$ cat src/rtl/pipe_stage_reg.sv
// Valid/ready pipeline register with a registered bubble control field and a saturating stall counter.
// Define PIPE_STAGE_SKID_EN to build the two-entry skid buffer that registers in_ready.
`timescale 1ns/1ps

module pipe_stage_reg #(
  parameter int DATA_W = 64,
  parameter int CTRL_W = 8,
  parameter int CNT_W  = 16
) (
  input  logic              clk,
  input  logic              resetl,
  input  logic              flush,
  input  logic              in_valid,
  output logic              in_ready,
  input  logic [CTRL_W-1:0] in_ctrl,
  input  logic [DATA_W-1:0] in_data,
  output logic              out_valid,
  input  logic              out_ready,
  output logic [CTRL_W-1:0] out_ctrl,
  output logic [DATA_W-1:0] out_data,
  output logic [CNT_W-1:0]  stall_cnt
);

  logic [CNT_W-1:0] stall_cnt_q;

  // NOTE: sequential state uses non-blocking assignments so every register samples pre-edge values.
  always_ff @(posedge clk or negedge resetl) begin
    if (!resetl) begin
      stall_cnt_q <= '0;
    end else if (out_valid && !out_ready && (stall_cnt_q != '1)) begin
      stall_cnt_q <= stall_cnt_q + CNT_W'(1);
    end
  end

  assign stall_cnt = stall_cnt_q;

`ifdef PIPE_STAGE_SKID_EN

  typedef enum logic [1:0] {EMPTY, MAIN, MAIN_SKID} state_t;

  state_t            state_q, state_d;
  logic              in_ready_q, in_ready_d;
  logic [CTRL_W-1:0] main_ctrl_q, main_ctrl_d, skid_ctrl_q, skid_ctrl_d;
  logic [DATA_W-1:0] main_data_q, main_data_d, skid_data_q, skid_data_d;
  logic              in_xfer, out_xfer;

  assign in_xfer  = in_valid && in_ready_q;
  assign out_xfer = (state_q != EMPTY) && out_ready;

  // NOTE: every always_comb output gets a default first, so no path can infer a latch.
  always_comb begin
    state_d     = state_q;
    main_ctrl_d = main_ctrl_q;
    main_data_d = main_data_q;
    skid_ctrl_d = skid_ctrl_q;
    skid_data_d = skid_data_q;
    if (flush) begin
      state_d     = EMPTY;
      main_ctrl_d = '0;
      skid_ctrl_d = '0;
    end else begin
      case (state_q)
        EMPTY: begin
          if (in_xfer) begin
            state_d     = MAIN;
            main_ctrl_d = in_ctrl;
            main_data_d = in_data;
          end
        end
        MAIN: begin
          if (in_xfer && out_xfer) begin
            main_ctrl_d = in_ctrl;
            main_data_d = in_data;
          end else if (out_xfer) begin
            state_d     = EMPTY;
            main_ctrl_d = '0;
          end else if (in_xfer) begin
            state_d     = MAIN_SKID;
            skid_ctrl_d = in_ctrl;
            skid_data_d = in_data;
          end
        end
        MAIN_SKID: begin
          // The skid entry is promoted straight into the output register on drain.
          if (out_xfer) begin
            state_d     = MAIN;
            main_ctrl_d = skid_ctrl_q;
            main_data_d = skid_data_q;
            skid_ctrl_d = '0;
          end
        end
        default: begin
          state_d     = EMPTY;
          main_ctrl_d = '0;
          skid_ctrl_d = '0;
        end
      endcase
    end
    in_ready_d = (state_d != MAIN_SKID);
  end

  // NOTE: the payload buffers are reset too, so out_data reads zero while resetl is low.
  always_ff @(posedge clk or negedge resetl) begin
    if (!resetl) begin
      state_q     <= EMPTY;
      in_ready_q  <= 1'b1;
      main_ctrl_q <= '0;
      main_data_q <= '0;
      skid_ctrl_q <= '0;
      skid_data_q <= '0;
    end else begin
      state_q     <= state_d;
      in_ready_q  <= in_ready_d;
      main_ctrl_q <= main_ctrl_d;
      main_data_q <= main_data_d;
      skid_ctrl_q <= skid_ctrl_d;
      skid_data_q <= skid_data_d;
    end
  end

  assign in_ready  = in_ready_q;
  assign out_valid = (state_q != EMPTY);
  assign out_ctrl  = main_ctrl_q;
  assign out_data  = main_data_q;

`else

  logic              valid_q, valid_d;
  logic [CTRL_W-1:0] ctrl_q, ctrl_d;
  logic [DATA_W-1:0] data_q, data_d;

  assign in_ready = !valid_q || out_ready;

  always_comb begin
    valid_d = valid_q;
    ctrl_d  = ctrl_q;
    data_d  = data_q;
    if (flush) begin
      valid_d = 1'b0;
      ctrl_d  = '0;
    end else if (in_ready) begin
      // Empty slots load a zero control field so bubbles never carry stale control bits.
      valid_d = in_valid;
      ctrl_d  = in_valid ? in_ctrl : '0;
      if (in_valid) begin
        data_d = in_data;
      end
    end
  end

  always_ff @(posedge clk or negedge resetl) begin
    if (!resetl) begin
      valid_q <= 1'b0;
      ctrl_q  <= '0;
      data_q  <= '0;
    end else begin
      valid_q <= valid_d;
      ctrl_q  <= ctrl_d;
      data_q  <= data_d;
    end
  end

  assign out_valid = valid_q;
  assign out_ctrl  = ctrl_q;
  assign out_data  = data_q;

`endif

endmodule

$ cat config.mk
export PLATFORM = sky130hd
export DESIGN_NAME = pipe_stage_reg
export DESIGN_NICKNAME = d
export VERILOG_FILES = /design/src/rtl/pipe_stage_reg.sv
export SDC_FILE = /design/constraint.sdc
export NUM_CORES = 1
export LEC_CHECK = 0
export ABC_AREA = 1
export ABC_CLOCK_PERIOD_IN_PS = 2100
export CAP_MARGIN = 20
export CORE_MARGIN = 3
export CORE_UTILIZATION = 45
export CTS_CLUSTER_DIAMETER = 120
export DETAILED_ROUTE_END_ITERATION = 16
export PLACE_DENSITY = 0.81
export SYNTH_ARGS = -nofsm -noshare
export SYNTH_HDL_FRONTEND = slang
export SYNTH_SLANG_ARGS = --single-unit
$ cat constraint.sdc
create_clock -name clk -period 2.1 [get_ports clk]
set_input_delay 0.42 -clock clk [delete_from_list [all_inputs] [get_ports clk]]
set_output_delay 0.42 -clock clk [all_outputs]
set_load 0.02 [all_outputs]
==> out/results.tsv, run 1 <==
stage	metric	value	unit
yosys	number of warnings issued by yosys	0	
floorplanning	initial cell density of the core	46.4	%
clock_network	CTS max path bufs	2	
yosys	count of mapped cells out of synthesis	323	
final_layout	number of nets in the final layout	579	
worst_setup_path	endpoint type of the worst setup path	output pin	
power_and_ir_drop	internal power component	3.60	mW
placement	total of buffers placed on input and output ports	166	
worst_setup_path	Arr. time, crit path	1570	ps
clock_network	depth of the CTS H-tree	3	
timing	Fin. Hold Viols	0	
power_and_ir_drop	Sw Pwr	1.54	mW
worst_setup_path	highest-delay cell along the critical path	sky130_fd_sc_hd__clkdlybuf4s50_1	
yosys	number of distinct library cells after synthesis	26	
timing	Clock Skews	6.74	ps
placement	GP Congestion	0.875	
timing	fraction of the cycle the final worst path needs	94.9	%
detailed_routing	drt first-iter violations	109	
worst_setup_path	cell with the most instances on the worst path	sky130_fd_sc_hd__clkdlybuf4s50_1	
detailed_routing	vias per cell	4.87	
timing	final slew viol count	0	
detailed_routing	number of vias in the routed layout	2984	
power_and_ir_drop	sequential power share	42.5	%
yosys	portion of the post-synthesis area used by sequential elements	54.8	%
clock_network	CTS buffer count	9	
timing	total of endpoints with negative setup slack in the final report	0	
worst_setup_path	family with the most delay on the worst path	buffers and inverters	
clock_network	clk_lat worst skew	350	ps
grt	remaining global-route overflow	0	
clock_network	number of sinks on the clock net	89	
worst_setup_path	sum of buffers and inverters on the critical path	3	
clock_network	CTS tree	done	
final_layout	number of inserted filler cells in the final layout	650	
worst_setup_path	required arrival time at the worst endpoint	1680	ps
floorplanning	number of placement rows	34	
worst_setup_path	critical path launch point type	input port	
floorplanning	core area	8760	um2
timing	slew of the pin with the lowest slew margin	363	ps
timing	worst slew margin relative to its limit	75.8	%
detailed_routing	Pre-Repair DR Iteration Count	4	
timing	min setup slack post-route	106	ps
final_layout	share of final-layout standard cells stronger than drive strength 1	21.0	%
power_and_ir_drop	power density normalized to cell area	843	nW/um2
worst_setup_path	critical path fanouts, max	2	
floorplanning	Die Outline Area	10200	um2
final_layout	Antenna Cells	0	
yosys	synthesized area per cell	12.6	um2
power_and_ir_drop	leakage power total	2.87	nW
yosys	Yosys top cell area share	54.8	%
worst_setup_path	Setup Crit Path Kind	input port to output pin	
floorplanning	overall die height	101	um
clock_network	clk slew on worst S/H paths	90	ps
yosys	Yosys top cell by area	sky130_fd_sc_hd__dfrtp_1	
status	status	completed	
detailed_routing	average wire length per cell after detail routing	15.9	um
floorplanning	die span in x	101	um
floorplanning	I/O Pins	167	
power_and_ir_drop	worst supply voltage drop on vdd	0.535	mV
timing	Setup Total Neg Slack	0	ps
yosys	synthesis-stage register bit count	89	
power_and_ir_drop	fraction of power spent switching nets	30.0	%
detailed_routing	number of remaining DRC errors	0	
placement	detailed placer's ending HPWL	7.38	mm
yosys	net count after synthesis	401	
grt	number of antenna violations at the first check in global routing	0	
worst_setup_path	cells traversed along the worst timing path	clkdlybuf4s50_1, inv_1, nand2_4, clkdlybuf4s50_1	
timing	maximum achievable frequency	502	MHz
clock_network	Clock Tree Root	sky130_fd_sc_hd__clkbuf_8	
timing	RSZ-0062 raised after global routing	no	
worst_setup_path	maximum single-stage delay on the critical path	590	ps
grt	vias in the first global route	3104	
yosys	Post-Synthesis Cell Area	4060	um2
final_layout	synth-to-layout area growth	50.1	%
yosys	Synth area leaders	sky130_fd_sc_hd__dfrtp_1 55%, sky130_fd_sc_hd__mux2_4 23%, sky130_fd_sc_hd__nand2_1 5.3%	
job	number of maximum-capacitance violations	0	
power_and_ir_drop	post-layout total power	5.14	mW
grt	wire length of the first global-routing pass	15.5	mm
min_path	path class of the lowest-slack min-delay path	input port to asynchronous set/reset pin	
clock_network	post-CTS setup-driven buffer insertion count	0	
power_and_ir_drop	combinational cell fraction of total power	32.3	%
placement	worst-case setup slack after placement	92.0	ps
grt	pin count of the biggest net entering global routing	43	
timing	Tmin final	1990	ps
grt	Total Routing Usage GR	19.3	%
detailed_routing	post-route antenna net violation count	0	
power_and_ir_drop	proportion of power drawn by the clock network	25.2	%
detailed_routing	final routed wirelength across all metal layers	9.77	mm
logic make-up (layout without fill, tap and decap cells):
group | after synthesis | after routing | synth area share [%]
adders and majority gates | 1 | 1 | 0.308
and+or+nand+nor | 112 | 112 | 13.8
xor gates and xnor gates | 3 | 3 | 0.647
DFF | 89 | 89 | 54.8
buffers and inverters | 38 | 220 | 4.86
muxes | 64 | 64 | 23.4
AOI/OAI and AO/OA | 16 | 16 | 2.25
placed cells by master, fill, tap and decap left out, drive strengths merged, types with 2 or more instances in the layout:
cell / netlist / final
buf: 8 / 9
bufinv: 0 / 2
clkbuf: 0 / 9
clkdlybuf4s50: 0 / 165
clkinv: 1 / 2
clkinvlp: 0 / 2
dfrtp: 89 / 89
inv: 29 / 30
mux2: 64 / 64
nand2: 64 / 64
nand3: 20 / 20
nand3b: 2 / 2
nand4: 5 / 5
nor2: 20 / 20
o21ai: 16 / 16
xor2: 2 / 2
synthesized netlist by cell type (all sizes together):
library cell and instances:
dfrtp 89, mux2 64, nand2 64, inv 29, nand3 20, nor2 20, o21ai 16, buf 8
nand4 5, nand3b 2, xor2 2, clkinv 1, ha 1, nor3 1, xnor2 1
repair_timing:
item | in CTS | in global routing
hold buffers | 1 | 0
resized for setup | 0 | 0
endpoints found under the hold margin | 18 | 0
power by group through the flow:
stage / clock network (mW) / registers (mW) / logic, mW
floorplan: 0 / 2.52 / 0.518
global placement: 0 / 2.21 / 1.64
detailed placement: 0 / 2.21 / 1.68
CTS: 1.33 / 2.19 / 1.68
global route: 1.40 / 2.22 / 1.76
finish: 1.30 / 2.18 / 1.66
layer usage:
layer / vias up / part of all wire [%] / GRT usage [%]
li1: 1411 / - / -
met1: 1436 / 39 / 22.8
met2: 122 / 54 / 34.3
met3: 15 / 6.3 / 4.64
met4: 0 / 1.4 / 6.13
met5: - / 0 / 0
path summary, 6_finish.rpt:
check | from | end | slack, ps | cells after the start
hold / removal | resetl | stall_cnt[13] | 480 | 2
setup / recovery | out_ready | in_ready | 110 | 4
max in group asynchronous | resetl | out_data[14] | 950 | 3
min in group clk | out_data[37] | out_data[37] | 510 | 1
setup reg to reg | stall_cnt[0] | stall_cnt[7] | 480 | 8
hold reg to reg | out_data[37] | out_data[37] | 510 | 1
flip-flops by register name, indices dropped and copies added, names as in the netlist:
register,cells
out_ctrl,8
stall_cnt,16
out_valid,1
out_data,64
final cells by class:
type | count | area [um2] | share of cell area (%)
clock buffers | 9 | 124 | 2.03
clock inverters | 6 | 92.6 | 1.52
inverters | 30 | 114 | 1.87
multi-input cells | 196 | 1640 | 26.9
flip-flops and latches | 89 | 2230 | 36.5
well taps | 108 | 135 | 2.22
repair buffers | 175 | 1770 | 29.0
per-stage QoR:
| stage | utilization [%] | area (um2) | instances | hold WS (ps) |
|---|---|---|---|---|
| final | 69.6 | 6100 | 613 | 482 |
| after global placement | 67.0 | 5870 | 597 | 319 |
| after floorplan | - | 4060 | 323 | 124 |
| after detailed placement | 67.0 | 5870 | 597 | 326 |
| after global routing | 69.6 | 6100 | 613 | 494 |
| after CTS | 69.6 | 6100 | 613 | 477 |
(Power assumes the default switching activity.)
==> inputs of run 2 (changes only) <==
--- a/config.mk
+++ b/config.mk
@@ -10,8 +10,8 @@
 export CAP_MARGIN = 20
 export CORE_MARGIN = 3
-export CORE_UTILIZATION = 45
+export CORE_UTILIZATION = 47
 export CTS_CLUSTER_DIAMETER = 120
 export DETAILED_ROUTE_END_ITERATION = 16
-export PLACE_DENSITY = 0.81
+export PLACE_DENSITY = 0.85
 export SYNTH_ARGS = -nofsm -noshare
 export SYNTH_HDL_FRONTEND = slang
==> constraint.sdc (replaced) <==
create_clock -name clk -period 2.1 [get_ports clk]
set_input_delay 0.315 -clock clk [delete_from_list [all_inputs] [get_ports clk]]
set_output_delay 0.315 -clock clk [all_outputs]
set_load 0.02 [all_outputs]
==> out/results.tsv, run 2 (synthesis gave the netlist of run 1 again) <==
stage	metric	value	unit
status	status	completed	
placement	total of buffers placed on input and output ports	166	
detailed_routing	Pre-Repair DR Iteration Count	4	
final_layout	fin cells	607	
final_layout	number of inserted filler cells in the final layout	569	
floorplanning	Die Outline Area	9800	um2
placement	detailed placer's ending HPWL	7.97	mm
timing	slew of the pin with the lowest slew margin	392	ps
final_layout	multi-input combinational cell area	1640	um2
timing	maximum achievable frequency	528	MHz
worst_setup_path	worst reg2reg path depth	8	
worst_setup_path	maximum single-stage delay on the critical path	620	ps
floorplanning	die span in x	99.0	um
power_and_ir_drop	sequential power share	44.2	%
floorplanning	core area	8300	um2
power_and_ir_drop	combinational cell fraction of total power	33.5	%
power_and_ir_drop	internal power component	3.46	mW
timing	worst slew margin relative to its limit	73.9	%
worst_setup_path	Arr. time, crit path	1580	ps
grt	Total Routing Usage GR	21.8	%
clock_network	clk slew on worst S/H paths	80	ps
worst_setup_path	endpoint type of the worst setup path	output pin	
worst_setup_path	Setup Crit Path Kind	input port to output pin	
floorplanning	number of placement rows	33	
detailed_routing	average wire length per cell after detail routing	17.0	um
grt	wire length of the first global-routing pass	16.6	mm
floorplanning	initial cell density of the core	49.0	%
detailed_routing	post-route antenna net violation count	0	
clock_network	clk_lat worst skew	350	ps
power_and_ir_drop	worst supply voltage drop on vdd	0.590	mV
timing	final slew viol count	0	
min_path	path class of the lowest-slack min-delay path	input port to asynchronous set/reset pin	
power_and_ir_drop	leakage power total	2.84	nW
final_layout	synth-to-layout area growth	48.3	%
worst_setup_path	critical path fanouts, max	6	
final_layout	Antenna Cells	0	
timing	Clock Skews	6.79	ps
clock_network	Clock Tree Root	sky130_fd_sc_hd__clkbuf_8	
power_and_ir_drop	proportion of power drawn by the clock network	22.3	%
final_layout	share of final-layout standard cells stronger than drive strength 1	20.1	%
detailed_routing	final routed wirelength across all metal layers	10.3	mm
power_and_ir_drop	Sw Pwr	1.51	mW
power_and_ir_drop	post-layout total power	4.97	mW
final_layout	number of nets in the final layout	577	
detailed_routing	number of remaining DRC errors	0	
clock_network	post-CTS setup-driven buffer insertion count	0	
grt	pin count of the biggest net entering global routing	62	
clock_network	CTS buffer count	9	
clock_network	number of sinks on the clock net	89	
power_and_ir_drop	fraction of power spent switching nets	30.3	%
floorplanning	I/O Pins	167	
job	number of maximum-capacitance violations	0	
timing	Setup Total Neg Slack	0	ps
worst_setup_path	cell with the most instances on the worst path	sky130_fd_sc_hd__clkdlybuf4s50_1	
clock_network	CTS tree	done	
worst_setup_path	cells traversed along the worst timing path	clkdlybuf4s50_1, inv_1, nand2_4, clkdlybuf4s50_1	
placement	GP Congestion	0.885	
clock_network	depth of the CTS H-tree	3	
final_layout	storage element area	2230	um2
grt	vias in the first global route	3278	
detailed_routing	drt first-iter violations	102	
worst_setup_path	critical path launch point type	input port	
timing	Tmin final	1890	ps
power_and_ir_drop	power density normalized to cell area	824	nW/um2
worst_setup_path	highest-delay cell along the critical path	sky130_fd_sc_hd__clkdlybuf4s50_1	
final_layout	utilization after layout	72.6	%
timing	RSZ-0062 raised after global routing	no	
final_layout	max FFs per register	64	
final_layout	most common library cell in the layout ignoring fill and taps	sky130_fd_sc_hd__clkdlybuf4s50_1	
final_layout	top library cells by usage in the layout, fill and taps aside	165 x sky130_fd_sc_hd__clkdlybuf4s50_1, 89 x sky130_fd_sc_hd__dfrtp_1, 61 x sky130_fd_sc_hd__mux2_4	
worst_setup_path	required arrival time at the worst endpoint	1780	ps
timing	Fin. Hold Viols	0	
floorplanning	overall die height	99.0	um
timing	total of endpoints with negative setup slack in the final report	0	
timing	fraction of the cycle the final worst path needs	90.2	%
placement	number of placed instances, taps included	592	
detailed_routing	number of vias in the routed layout	3012	
detailed_routing	vias per cell	4.96	
grt	number of antenna violations at the first check in global routing	0	
grt	remaining global-route overflow	0	
clock_network	CTS max path bufs	2	
==> run 2: cell types whose count changed in the layout (fill, tap and decap cells not counted) <==
cell and change:
sky130_fd_sc_hd__buf_12 -1, sky130_fd_sc_hd__buf_4 -1, sky130_fd_sc_hd__bufinv_16 -1, sky130_fd_sc_hd__clkbuf_1 +2
sky130_fd_sc_hd__clkinv_2 +1, sky130_fd_sc_hd__clkinvlp_4 -2, sky130_fd_sc_hd__inv_6 -1
==> run 2: layer usage <==
metal | GRT usage (%) | share of wire [%] | vias up
met2 | 38.5 | 53 | 134
li1 | - | - | 1410
met3 | 7.64 | 9.6 | 15
met5 | 0 | 0 | -
met4 | 7.46 | 1.7 | 0
met1 | 24.2 | 36 | 1453
==> run 2: layout make-up <==
class,instances,area share (%)
flip-flops and latches,89,37.0
repair buffers,173,28.9
multi-input cells,196,27.2
clock buffers,11,2.18
well taps,105,2.18
inverters,30,1.89
clock inverters,3,0.727
==> run 2: final timing paths <==
| path | slack [ps] | startpoint | endpoint |
|---|---|---|---|
| min reg2reg | 510 | out_data[63] | out_data[63] |
| min in group clk | 510 | out_data[63] | out_data[63] |
| max | 210 | out_ready | in_ready |
| min | 430 | resetl | stall_cnt[14] |
| max in group asynchronous | 1030 | resetl | out_data[26] |
| max reg2reg | 490 | stall_cnt[0] | stall_cnt[7] |
==> run 2: what timing repair did <==
action / 4_1_cts / 5_1_grt
setup endpoints to repair: 0 / 0
hold endpoints to repair: 28 / 0
gates resized for setup: 0 / 0
hold buffers: 1 / 0
==> run 2: power by group through the flow <==
stage	registers, mW	logic (mW)	clock network [mW]
global route	2.23	1.75	1.21
finish	2.19	1.67	1.11
detailed placement	2.21	1.69	0
global placement	2.21	1.65	0
CTS	2.20	1.69	1.14
floorplan	2.52	0.518	0
==> run 2: through the flow <==
step	setup WS, ps	instance area, um2	hold slack, ps
5_1_grt	177	6030	439
3_5_place_dp	194	5840	270
2_1_floorplan	534	4060	19.4
6_report	206	6030	429
3_3_place_gp	222	5840	267
4_1_cts	194	6030	425
==> run 2: worst max-delay path, delay by kind of cell <==
kind	cells	cell delay, ps
and+or+nand+nor	1	120
buffers and inverters	3	1140
==> inputs of run 3 (changes only) <==
Settings changed: CAP_MARGIN 20 to 40, CORE_UTILIZATION 47 to 40, PLACE_DENSITY 0.85 to 0.73.
==> out/results.tsv, run 3 (synthesis gave the netlist of run 1 again) <==
stage	metric	value	unit
final_layout	Final Cell Area	6110	um2
detailed_routing	average wire length per cell after detail routing	15.6	um
timing	Fin. Hold Viols	0	
timing	fraction of the cycle the final worst path needs	89.7	%
worst_setup_path	required arrival time at the worst endpoint	1780	ps
clock_network	count of hold-fix buffers inserted at cts	1	
clock_network	post-CTS setup-driven buffer insertion count	0	
detailed_routing	vias per cell	4.65	
final_layout	number of inserted filler cells in the final layout	813	
clock_network	CTS max path bufs	2	
floorplanning	I/O Pins	167	
timing	final slew viol count	0	
final_layout	synth-to-layout area growth	50.2	%
final_layout	utilization after layout	62.2	%
detailed_routing	drt first-iter violations	90	
floorplanning	core area	9820	um2
placement	number of placed instances, taps included	621	
floorplanning	number of placement rows	36	
worst_setup_path	capture point of the worst reg-to-reg path	stall_cnt[7]	
job	number of maximum-capacitance violations	0	
power_and_ir_drop	power density normalized to cell area	828	nW/um2
clock_network	CTS buffer count	9	
placement	GP Congestion	0.843	
detailed_routing	final routed wirelength across all metal layers	9.95	mm
status	status	completed	
timing	worst slew margin relative to its limit	72.3	%
placement	worst-case setup slack after placement	196	ps
grt	vias in the first global route	3122	
placement	total of buffers placed on input and output ports	166	
clock_network	depth of the CTS H-tree	3	
grt	wire length of the first global-routing pass	15.9	mm
grt	number of antenna violations at the first check in global routing	0	
detailed_routing	number of remaining DRC errors	0	
clock_network	CTS tree	done	
clock_network	number of sinks on the clock net	89	
worst_setup_path	reg-to-reg startpoint	stall_cnt[0]	
power_and_ir_drop	post-layout total power	5.05	mW
timing	maximum achievable frequency	531	MHz
floorplanning	Die Outline Area	11400	um2
detailed_routing	number of vias in the routed layout	2959	
worst_setup_path	endpoint type of the worst setup path	output pin	
final_layout	most common library cell in the layout ignoring fill and taps	sky130_fd_sc_hd__clkdlybuf4s50_1	
detailed_routing	Pre-Repair DR Iteration Count	4	
final_layout	Antenna Cells	0	
final_layout	top library cells by usage in the layout, fill and taps aside	165 x sky130_fd_sc_hd__clkdlybuf4s50_1, 89 x sky130_fd_sc_hd__dfrtp_1, 61 x sky130_fd_sc_hd__mux2_4	
power_and_ir_drop	worst supply voltage drop on vdd	0.469	mV
grt	Total Routing Usage GR	17.9	%
timing	total of endpoints with negative setup slack in the final report	0	
min_path	path class of the lowest-slack min-delay path	input port to asynchronous set/reset pin	
timing	RSZ-0062 raised after global routing	no	
placement	area post-placement	5900	um2
floorplanning	initial cell density of the core	41.4	%
worst_setup_path	worst reg2reg path depth	8	
final_layout	share of final-layout standard cells stronger than drive strength 1	20.8	%
clock_network	Clock Tree Root	sky130_fd_sc_hd__clkbuf_8	
worst_setup_path	critical path fanouts, max	6	
grt	remaining global-route overflow	0	
power_and_ir_drop	leakage power total	2.86	nW
timing	slew of the pin with the lowest slew margin	416	ps
timing	Setup Total Neg Slack	0	ps
grt	pin count of the biggest net entering global routing	43	
clock_network	post-cts sizing count	0	
timing	Clock Skews	11.1	ps
floorplanning	overall die height	107	um
final_layout	fin cells	637	
final_layout	max FFs per register	64	
worst_setup_path	critical path launch point type	input port	
floorplanning	die span in x	107	um
worst_setup_path	internal reg-to-reg setup slack	460	ps
timing	Tmin final	1880	ps
clock_network	clk slew on worst S/H paths	90	ps
worst_setup_path	Arr. time, crit path	1570	ps
timing	final-layout worst hold slack	428	ps
clock_network	clk_lat worst skew	350	ps
placement	detailed placer's ending HPWL	7.63	mm
timing	min setup slack post-route	215	ps
detailed_routing	post-route antenna net violation count	0	
final_layout	number of nets in the final layout	578	
worst_setup_path	Setup Crit Path Kind	input port to output pin	
## run 3: changes by cell type in the layout (fill, tap and decap cells not counted), sizes merged
cell      change
inv           +2
buf           +1
clkinv        -2
clkinvlp      +2
clkbuf        -1
## run 3: area by class of cell
type	instances	area [um2]	share of cell area, %
multi-input combinational	196	1640	26.8
inverter	30	114	1.86
sequential	89	2230	36.5
clock inverter	5	62.6	1.02
clock buffer	10	138	2.25
tap	133	166	2.73
timing repair buffer	174	1760	28.8
## run 3: where the power goes
group | internal [mW] | switching, mW
registers | 1.98 | 0.207
clock network | 0.585 | 0.623
logic | 0.945 | 0.712
total | 3.51 | 1.54
## run 3: worst max path at each step
stage / depth (start not counted) / from / end / slack (ps)
5_1_grt: 4 / out_ready / in_ready / 160
2_1_floorplan: 8 / stall_cnt[0] / stall_cnt[7] / 530
3_3_place_gp: 4 / out_ready / in_ready / 230
3_5_place_dp: 4 / out_ready / in_ready / 200
4_1_cts: 4 / out_ready / in_ready / 200
6_report: 4 / out_ready / in_ready / 220
## run 3: per-layer routing
| metal | share of wire (%) | up-vias | GRT usage (%) |
|---|---|---|---|
| li1 | - | 1410 | - |
| met1 | 39 | 1433 | 20.7 |
| met5 | 0 | - | 0 |
| met4 | 1.8 | 0 | 6.39 |
| met3 | 8.7 | 14 | 7.28 |
| met2 | 50 | 102 | 29.9 |
## run 3: worst max-delay path: stages
cell	delay, ps
sky130_fd_sc_hd__clkdlybuf4s50_1	470
sky130_fd_sc_hd__inv_1	70
sky130_fd_sc_hd__nand2_4	100
sky130_fd_sc_hd__clkdlybuf4s50_1	620
